===== src/rtl/axi_arb_pkg.sv =====
// Shared types for the AXI-lite IFU/LSU arbiter: FSM states, one-hot grant
// layout and response codes.
package axi_arb_pkg;

    typedef enum logic [1:0] {
        ST_IDLE   = 2'd0,
        ST_IFU_RD = 2'd1,
        ST_LSU_RD = 2'd2,
        ST_LSU_WR = 2'd3
    } arb_state_e;

    localparam int GNT_W      = 3;
    localparam int GNT_IFU    = 0;
    localparam int GNT_LSU_RD = 1;
    localparam int GNT_LSU_WR = 2;
    typedef logic [GNT_W-1:0] arb_gnt_t;

    localparam int STRB_W = 8;

    localparam logic [1:0] RESP_OKAY   = 2'b00;
    localparam logic [1:0] RESP_SLVERR = 2'b10;

endpackage


===== src/rtl/axi_arb_pick.sv =====
// Request selector: LSU write beats LSU read; IFU wins only when it is the
// preferred master (round-robin) or nobody else is asking.
module axi_arb_pick
    import axi_arb_pkg::*;
(
    input  logic     req_ifu,
    input  logic     req_lsu_rd,
    input  logic     req_lsu_wr,
    input  logic     prefer_ifu,
    output arb_gnt_t gnt
);

    always_comb begin
        gnt = '0;
        if (prefer_ifu && req_ifu) begin
            gnt[GNT_IFU] = 1'b1;
        end else if (req_lsu_wr) begin
            gnt[GNT_LSU_WR] = 1'b1;
        end else if (req_lsu_rd) begin
            gnt[GNT_LSU_RD] = 1'b1;
        end else if (req_ifu) begin
            gnt[GNT_IFU] = 1'b1;
        end
    end

endmodule


===== src/rtl/axi_arbiter.sv =====
// Single-outstanding AXI-lite arbiter joining IFU reads and LSU reads/writes
// onto one memory slave. Define AXI_ARB_ROUND_ROBIN_EN for IFU/LSU round-robin.
module axi_arbiter
    import axi_arb_pkg::*;
#(
    parameter int ADDR_W = 32,
    parameter int DATA_W = 32
) (
    input  logic              clk,
    input  logic              rst,

    input  logic [ADDR_W-1:0] ifu_araddr,
    input  logic              ifu_arvalid,
    output logic              ifu_arready,
    output logic [DATA_W-1:0] ifu_rdata,
    output logic              ifu_rvalid,
    output logic [1:0]        ifu_rresp,
    input  logic              ifu_rready,

    input  logic [ADDR_W-1:0] lsu_araddr,
    input  logic              lsu_arvalid,
    output logic              lsu_arready,
    output logic [DATA_W-1:0] lsu_rdata,
    output logic              lsu_rvalid,
    output logic [1:0]        lsu_rresp,
    input  logic              lsu_rready,
    input  logic [ADDR_W-1:0] lsu_awaddr,
    input  logic              lsu_awvalid,
    output logic              lsu_awready,
    input  logic [DATA_W-1:0] lsu_wdata,
    input  logic [STRB_W-1:0] lsu_wstrb,
    input  logic              lsu_wvalid,
    output logic              lsu_wready,
    output logic [1:0]        lsu_bresp,
    output logic              lsu_bvalid,
    input  logic              lsu_bready,

    output logic [ADDR_W-1:0] mem_araddr,
    output logic              mem_arvalid,
    input  logic              mem_arready,
    input  logic [DATA_W-1:0] mem_rdata,
    input  logic              mem_rvalid,
    input  logic [1:0]        mem_rresp,
    output logic              mem_rready,
    output logic [ADDR_W-1:0] mem_awaddr,
    output logic              mem_awvalid,
    input  logic              mem_awready,
    output logic [DATA_W-1:0] mem_wdata,
    output logic [STRB_W-1:0] mem_wstrb,
    output logic              mem_wvalid,
    input  logic              mem_wready,
    input  logic [1:0]        mem_bresp,
    input  logic              mem_bvalid,
    output logic              mem_bready
);

    arb_state_e state, state_nx;
    arb_gnt_t   gnt;
    logic       prefer_ifu;
    // Address/data beats already accepted by the slave in the current grant;
    // they stop a master from issuing a second beat before the response.
    logic       ar_done, aw_done, w_done;

    axi_arb_pick u_pick (
        .req_ifu    (ifu_arvalid),
        .req_lsu_rd (lsu_arvalid),
        .req_lsu_wr (lsu_awvalid),
        .prefer_ifu (prefer_ifu),
        .gnt        (gnt)
    );

    always_ff @(posedge clk or negedge rst) begin
        if (!rst) begin
            state   <= ST_IDLE;
            ar_done <= 1'b0;
            aw_done <= 1'b0;
            w_done  <= 1'b0;
        end else begin
            state <= state_nx;
            if (state == ST_IDLE) begin
                ar_done <= 1'b0;
                aw_done <= 1'b0;
                w_done  <= 1'b0;
            end else begin
                ar_done <= ar_done | (mem_arvalid & mem_arready);
                aw_done <= aw_done | (mem_awvalid & mem_awready);
                w_done  <= w_done  | (mem_wvalid  & mem_wready);
            end
        end
    end

`ifdef AXI_ARB_ROUND_ROBIN_EN
    // After reset LSU is favoured; each grant hands preference to the other master.
    always_ff @(posedge clk or negedge rst) begin
        if (!rst) begin
            prefer_ifu <= 1'b0;
        end else if (state == ST_IDLE && state_nx != ST_IDLE) begin
            prefer_ifu <= (state_nx != ST_IFU_RD);
        end
    end
`else
    assign prefer_ifu = 1'b0;
`endif

    always_comb begin
        state_nx    = state;
        ifu_arready = 1'b0;
        ifu_rdata   = '0;
        ifu_rvalid  = 1'b0;
        ifu_rresp   = RESP_OKAY;
        lsu_arready = 1'b0;
        lsu_rdata   = '0;
        lsu_rvalid  = 1'b0;
        lsu_rresp   = RESP_OKAY;
        lsu_awready = 1'b0;
        lsu_wready  = 1'b0;
        lsu_bresp   = RESP_OKAY;
        lsu_bvalid  = 1'b0;
        mem_araddr  = '0;
        mem_arvalid = 1'b0;
        mem_rready  = 1'b0;
        mem_awaddr  = '0;
        mem_awvalid = 1'b0;
        mem_wdata   = '0;
        mem_wstrb   = '0;
        mem_wvalid  = 1'b0;
        mem_bready  = 1'b0;

        case (state)
            ST_IDLE: begin
                if (gnt[GNT_LSU_WR]) begin
                    state_nx = ST_LSU_WR;
                end else if (gnt[GNT_LSU_RD]) begin
                    state_nx = ST_LSU_RD;
                end else if (gnt[GNT_IFU]) begin
                    state_nx = ST_IFU_RD;
                end
            end
            ST_IFU_RD: begin
                mem_araddr  = ifu_araddr;
                mem_arvalid = ifu_arvalid & ~ar_done;
                ifu_arready = mem_arready & ~ar_done;
                ifu_rdata   = mem_rdata;
                ifu_rvalid  = mem_rvalid;
                ifu_rresp   = mem_rresp;
                mem_rready  = ifu_rready;
                if (mem_rvalid && ifu_rready) begin
                    state_nx = ST_IDLE;
                end
            end
            ST_LSU_RD: begin
                mem_araddr  = lsu_araddr;
                mem_arvalid = lsu_arvalid & ~ar_done;
                lsu_arready = mem_arready & ~ar_done;
                lsu_rdata   = mem_rdata;
                lsu_rvalid  = mem_rvalid;
                lsu_rresp   = mem_rresp;
                mem_rready  = lsu_rready;
                if (mem_rvalid && lsu_rready) begin
                    state_nx = ST_IDLE;
                end
            end
            ST_LSU_WR: begin
                mem_awaddr  = lsu_awaddr;
                mem_awvalid = lsu_awvalid & ~aw_done;
                lsu_awready = mem_awready & ~aw_done;
                mem_wdata   = lsu_wdata;
                mem_wstrb   = lsu_wstrb;
                mem_wvalid  = lsu_wvalid & ~w_done;
                lsu_wready  = mem_wready & ~w_done;
                lsu_bresp   = mem_bresp;
                lsu_bvalid  = mem_bvalid;
                mem_bready  = lsu_bready;
                if (mem_bvalid && lsu_bready) begin
                    state_nx = ST_IDLE;
                end
            end
            default: state_nx = ST_IDLE;
        endcase
    end

endmodule


===== config.mk =====
export PLATFORM = sky130hd
export DESIGN_NAME = axi_arbiter
export DESIGN_NICKNAME = d
export VERILOG_FILES = /design/src/rtl/axi_arb_pkg.sv /design/src/rtl/axi_arb_pick.sv /design/src/rtl/axi_arbiter.sv
export SDC_FILE = /design/constraint.sdc
export NUM_CORES = 1
export LEC_CHECK = 0
export BUFFER_PORTS_ARGS = -buffer_cell sky130_fd_sc_hd__buf_2
export CORE_AREA = 5 5 140 142
export DETAILED_ROUTE_END_ITERATION = 10
export DIE_AREA = 0 0 145 147
export MAX_ROUTING_LAYER = met4
export PLACE_DENSITY = 0.48
export SYNTH_ARGS = -nofsm -noshare
export SYNTH_HDL_FRONTEND = slang
export SYNTH_SLANG_ARGS = --single-unit
export TNS_END_PERCENT = 5

===== constraint.sdc =====
create_clock -name clk -period 1.8 [get_ports clk]
set_input_delay 0.09 -clock clk [delete_from_list [all_inputs] [get_ports clk]]
set_output_delay 0.09 -clock clk [all_outputs]
set_load 0.02 [all_outputs]

Word-level counts from Yosys, hierarchy flattened

Index checks and enable logic that the tools add are counted.

Input port bits: 186
Bits in registers: 5

Multiplexer cells: 36
Bitwise logic cells: 16
Equality and inequality tests: 7
Reduce and logical (&&, ||, !) cells: 5

Operator list:

| cell                                                 | count |
|---|---|
| 2-to-1 mux 32 bit                                    | 4 |
| case mux 32 bit (2 select lines)                     | 1 |
| 2-to-1 mux 2 bit                                     | 10 |
| 2-to-1 mux 1 bit                                     | 17 |
| bitwise AND 1 bit                                    | 10 |
| 2-to-1 mux 8 bit                                     | 1 |
| case mux 2 bit (4 select lines)                      | 1 |
| inequality test 2 bit (second input constant)        | 3 |
| equality test 2 bit (second input constant)          | 2 |
| inequality test 4 bit (second input constant)        | 1 |
| case mux 1 bit (2 select lines)                      | 2 |
| AND reduction 4 bit                                  | 1 |
| logical AND 1 bit                                    | 3 |
| inverter 1 bit                                       | 3 |
| bitwise OR 1 bit                                     | 3 |
| equality test 2 x 1 -> 1 bit (second input constant) | 1 |
| zero test 2 bit                                      | 1 |

Logic depth before layout (Yosys ltp)

Depth after elaboration: 7
Gate-level depth with buffers: 6

Modules after synthesis

A second synthesis with hierarchy kept.

Cells, all modules: 281
Area, all modules: 1933.1 um^2

Modules (own cells, without submodules):

| module       | times used | sequential area each (um^2) | cells each | area each (um^2) |
|---|---|---|---|---|
| axi_arbiter  | 1          | 125.1                       | 276        | 1894.3 |
| axi_arb_pick | 1          | 0.0                         | 5          | 38.8 |

Worst setup path before layout

OpenSTA, ideal clock, no wires.

Path type: reg2out
Start: register state[1]
End: output mem_araddr[12]
Slack: 300 ps
Arrival: 1410 ps
Cell stages (with the launch flop): 7
Cell sequence: dfrtp_1 -> inv_1 -> ha_1 -> buf_2 -> clkbuf_1 -> a22oi_1 -> nor2b_1

Cells in the longest elaborated chain, start to end: 2
Elaborated cells on any way between the ends: 3

Ends and longest elaborated chain:

| element                                                             | RTL line           | RTL |
|---|---|---|
| start: declaration                                                  | axi_arbiter.sv:57  | `arb_state_e state, state_nx;` |
| start signal: assignment                                            | axi_arbiter.sv:79  | `state <= state_nx;` |
| equality test 2 bit or equality test 2 x 1 -> 1 bit (tied branches) | axi_arbiter.sv:129 | `case (state)` |
| case mux 32 bit (2 select lines) *                                  | axi_arbiter.sv:129 |  |
| end: declaration                                                    | axi_arbiter.sv:38  | `output logic [ADDR_W-1:0] mem_araddr,` |

Every way passes the cells marked *; elsewhere a longest branch is shown, timed or not.

Worst setup path after layout

Start: register state[1]
End: output mem_rready

Cells in the longest elaborated chain, start to end: 2
Elaborated cells on any way between the ends: 3

Ends and longest elaborated chain:

| element                                                             | RTL line           | RTL |
|---|---|---|
| equality test 2 bit or equality test 2 x 1 -> 1 bit (tied branches) | axi_arbiter.sv:129 |  |
| case mux 1 bit (2 select lines) *                                   | axi_arbiter.sv:129 |  |
| end: declaration                                                    | axi_arbiter.sv:44  | `output logic mem_rready,` |

Marks and branches as above.

==> results.toml <==
[run_status]
status = "finished clean"

[detailed_routing]
wire_per_inst_um = 14.75
post-route-drc-count = 0
wirelength_um = 12830
vias = 3142
first_pass_iters = 4
vias_per_cell = 3.611
dr.first_iter.drc_count = 105
antenna_left = 0

[sta]
setup_viol = 0
min_period_ns = 1.738
tightest_slew_ns = 0.3277
relSlewSlack_pct = 78.10
setup_tns_ns = 0
fin_ws_ns = 0.06238
slew_viol_final = 0
fmax_ghz = 0.5755
fin_crit_sh_pct = 96.53
finalHoldViolations = 0
clock_skew_ns = 0.004010
hold_slack_ns = 0.1360

[die]
die_y_um = 147
fp.dieArea_um2 = 21320
die_x_um = 145
rows = 50
io_pins = 372
core_um2 = 18330
start_util_pct = 10.46

[cts]
h-tree-depth = 1
numCtsBuffers = 3
clk_path_buf_depth = 2
postCtsSetupBuffers = 0
cts.clk_slew.worst_paths_ns = 0.04
clk-insertion-delay-late_ns = 0.23
root_buffer = "clkbuf_16"
tritoncts = "done"
clkSinkCount = 5

[pwr]
power_switching_uw = 3011
comb_power_share_pct = 89.5
switching_share_pct = 55.74
vdd_drop_max_mv = 0.5161
p_int_uw = 2390
totalPowerFinal_uw = 5401
powerDensity_nw_per_um2 = 1289
p_clk_share_pct = 6.8
power_frac_seq_pct = 3.6
p_leak_uw = 0.002569

[hold_path]
min_path_type = "in -> reg"

[synthesis]
ys_ff_latch = 5
synth_area_um2 = 1917
synthCells = 275
synth_cell_type_count = 22
yosysWarningCount = 0
synth-seq-area-share_pct = 6.527
syn_area_per_cell_um2 = 6.970
synth_nets = 467

[layout]
final_area_um2 = 4192
num-fill-cells = 2087
layout.nets = 827
area_delta_synth_final_pct = 118.7
drive_above_1_share_pct = 62.15

[worst_setup_path]
crit_path_start_kind = "flip-flop"
criticalPathCategory = "reg -> out"
critPathRequiredTime_ns = 1.71
critPathCaptureType = "primary output"
crit_arrival_ns = 1.65
cp_max_fo = 35

[placement]
place.detailed.hpwl_um = 11430
place_congestion = 0.8672
dpl-instance-area_um2 = 4063
dp_slack_ns = 0.1694
port_buffers = 371

[global_route]
antenna_found_initial = 2
grt_max_degree = 48
use_met3_pct = 2.622
grt_pass1_wl_um = 18540
use_met1_pct = 14.02
gr-total-overflow = 0
grt_busiest_layer = "met2"
grt_pass1_vias = 3155
use_met2_pct = 17.99
grt_usage_pct = 10.99

[flow_run]
maxCapViolCount = 0
==> cell families after synthesis <==
logic type                 count (synthesis)  share of synthesized area, %
muxes                                      3                         1.632
AOI/OAI and AO/OA                         41                         16.65
buffers and inverters                     29                         7.180
and+or+nand+nor                          191                         64.10
DFF                                        5                         6.527
adders and majority gates                  6                         3.916
==> cell usage after synthesis <==
| cell | instances | area (um2) |
|---|---|---|
| a21boi_1 | 1 | 7.510 |
| a21boi_4 | 2 | 37.54 |
| a21oi_1 | 2 | 10.01 |
| a22oi_1 | 33 | 247.7 |
| a31oi_1 | 1 | 6.260 |
| and2_1 | 146 | 913.4 |
| and3b_1 | 7 | 61.31 |
| buf_2 | 13 | 65.06 |
| buf_4 | 1 | 7.510 |
| buf_6 | 1 | 11.26 |
| clkbuf_1 | 10 | 37.54 |
| clkbuf_2 | 1 | 5.000 |
| dfrtp_1 | 5 | 125.1 |
| ha_1 | 6 | 75.07 |
| inv_1 | 3 | 11.26 |
| mux2_2 | 1 | 11.26 |
| mux2i_1 | 2 | 20.02 |
| nor2_1 | 3 | 11.26 |
| nor2b_1 | 33 | 206.5 |
| nor4_4 | 1 | 21.27 |
| nor4b_2 | 1 | 15.01 |
| o21ai_0 | 2 | 10.01 |
==> timing repair <==
item / 4_1_cts / 5_1_grt
endpoints found under the setup margin: 2 / 34
endpoints found under the hold margin: 5 / 0
hold buffers: 1 / 0
pin swaps: 0 / 0
resized for setup: 2 / 7
==> registers in the layout, indices dropped and copies added (netlist names) <==
signal   count
w_done       1
state        2
aw_done      1
ar_done      1
==> routing by layer <==
layer	part of all wire, %	wire (um)	vias to the layer above
met5	0	0	-
met4	0.69	88	0
met3	6.9	883	6
met2	50	6371	140
met1	43	5489	1385
li1	-	-	1611
==> power by group through the flow <==
stage | Sequential (uW) | Combinational [uW] | Clock [uW]
finish | 197 | 4840 | 368
CTS | 183 | 4860 | 382
global placement | 185 | 4870 | 0
detailed placement | 185 | 4840 | 0
global route | 204 | 5220 | 387
floorplan | 172 | 3110 | 0
==> worst paths after layout <==
kind                                      start                   end  slack [ns]  cells after the start
max in group asynchronous                   rst  state[0]$_DFFE_PN0P_        1.38                      2
hold / removal                       mem_wready      w_done$_DFF_PN0_        0.14                      3
setup reg to reg           state[1]$_DFFE_PN0P_  state[0]$_DFFE_PN0P_        0.16                      5
hold reg to reg               aw_done$_DFF_PN0_     aw_done$_DFF_PN0_        0.51                      2
setup / recovery           state[1]$_DFFE_PN0P_            mem_rready        0.06                      5
min in group asynchronous                   rst      w_done$_DFF_PN0_        0.24                      2
==> area by class of cell <==
type	instances	area, um2	share of cell area (%)
timing repair buffer	381	1996	47.61
multi-input combinational	241	1682	40.12
tap	234	292.8	6.985
sequential	5	126.4	3.015
clock buffer	4	78.83	1.881
inverter	3	11.26	0.2687
antenna	2	5.005	0.1194
==> placed cells by master (no fill, tap or decap), types with 2 or more instances in the layout <==
cell type	instances
a21boi_4	2
mux2i_1	2
buf_6	3
a22oi_1	33
diode_2	2
nor2b_1	33
and3b_1	7
inv_2	2
buf_12	4
dfrtp_1	4
and2_1	146
buf_4	2
clkbuf_16	3
ha_4	2
ha_1	3
buf_2	371
a21oi_1	2
nor2_1	3
o21ai_0	2
==> through the flow <==
| step | cells | util (%) |
|---|---|---|
| 2_1_floorplan | 275 | - |
| 3_3_place_gp | 863 | 22.16 |
| 3_5_place_dp | 863 | 22.16 |
| 4_1_cts | 868 | 22.68 |
| 5_1_grt | 870 | 22.87 |
| 6_report | 870 | 22.87 |
==> critical path: stages, from the launching register on <==
cell     delay, ns
dfrtp_1       0.44
inv_2         0.10
ha_1          0.33
buf_12        0.18
nor2b_1       0.17
buf_2         0.19
Power figures use the tool's default switching activity.
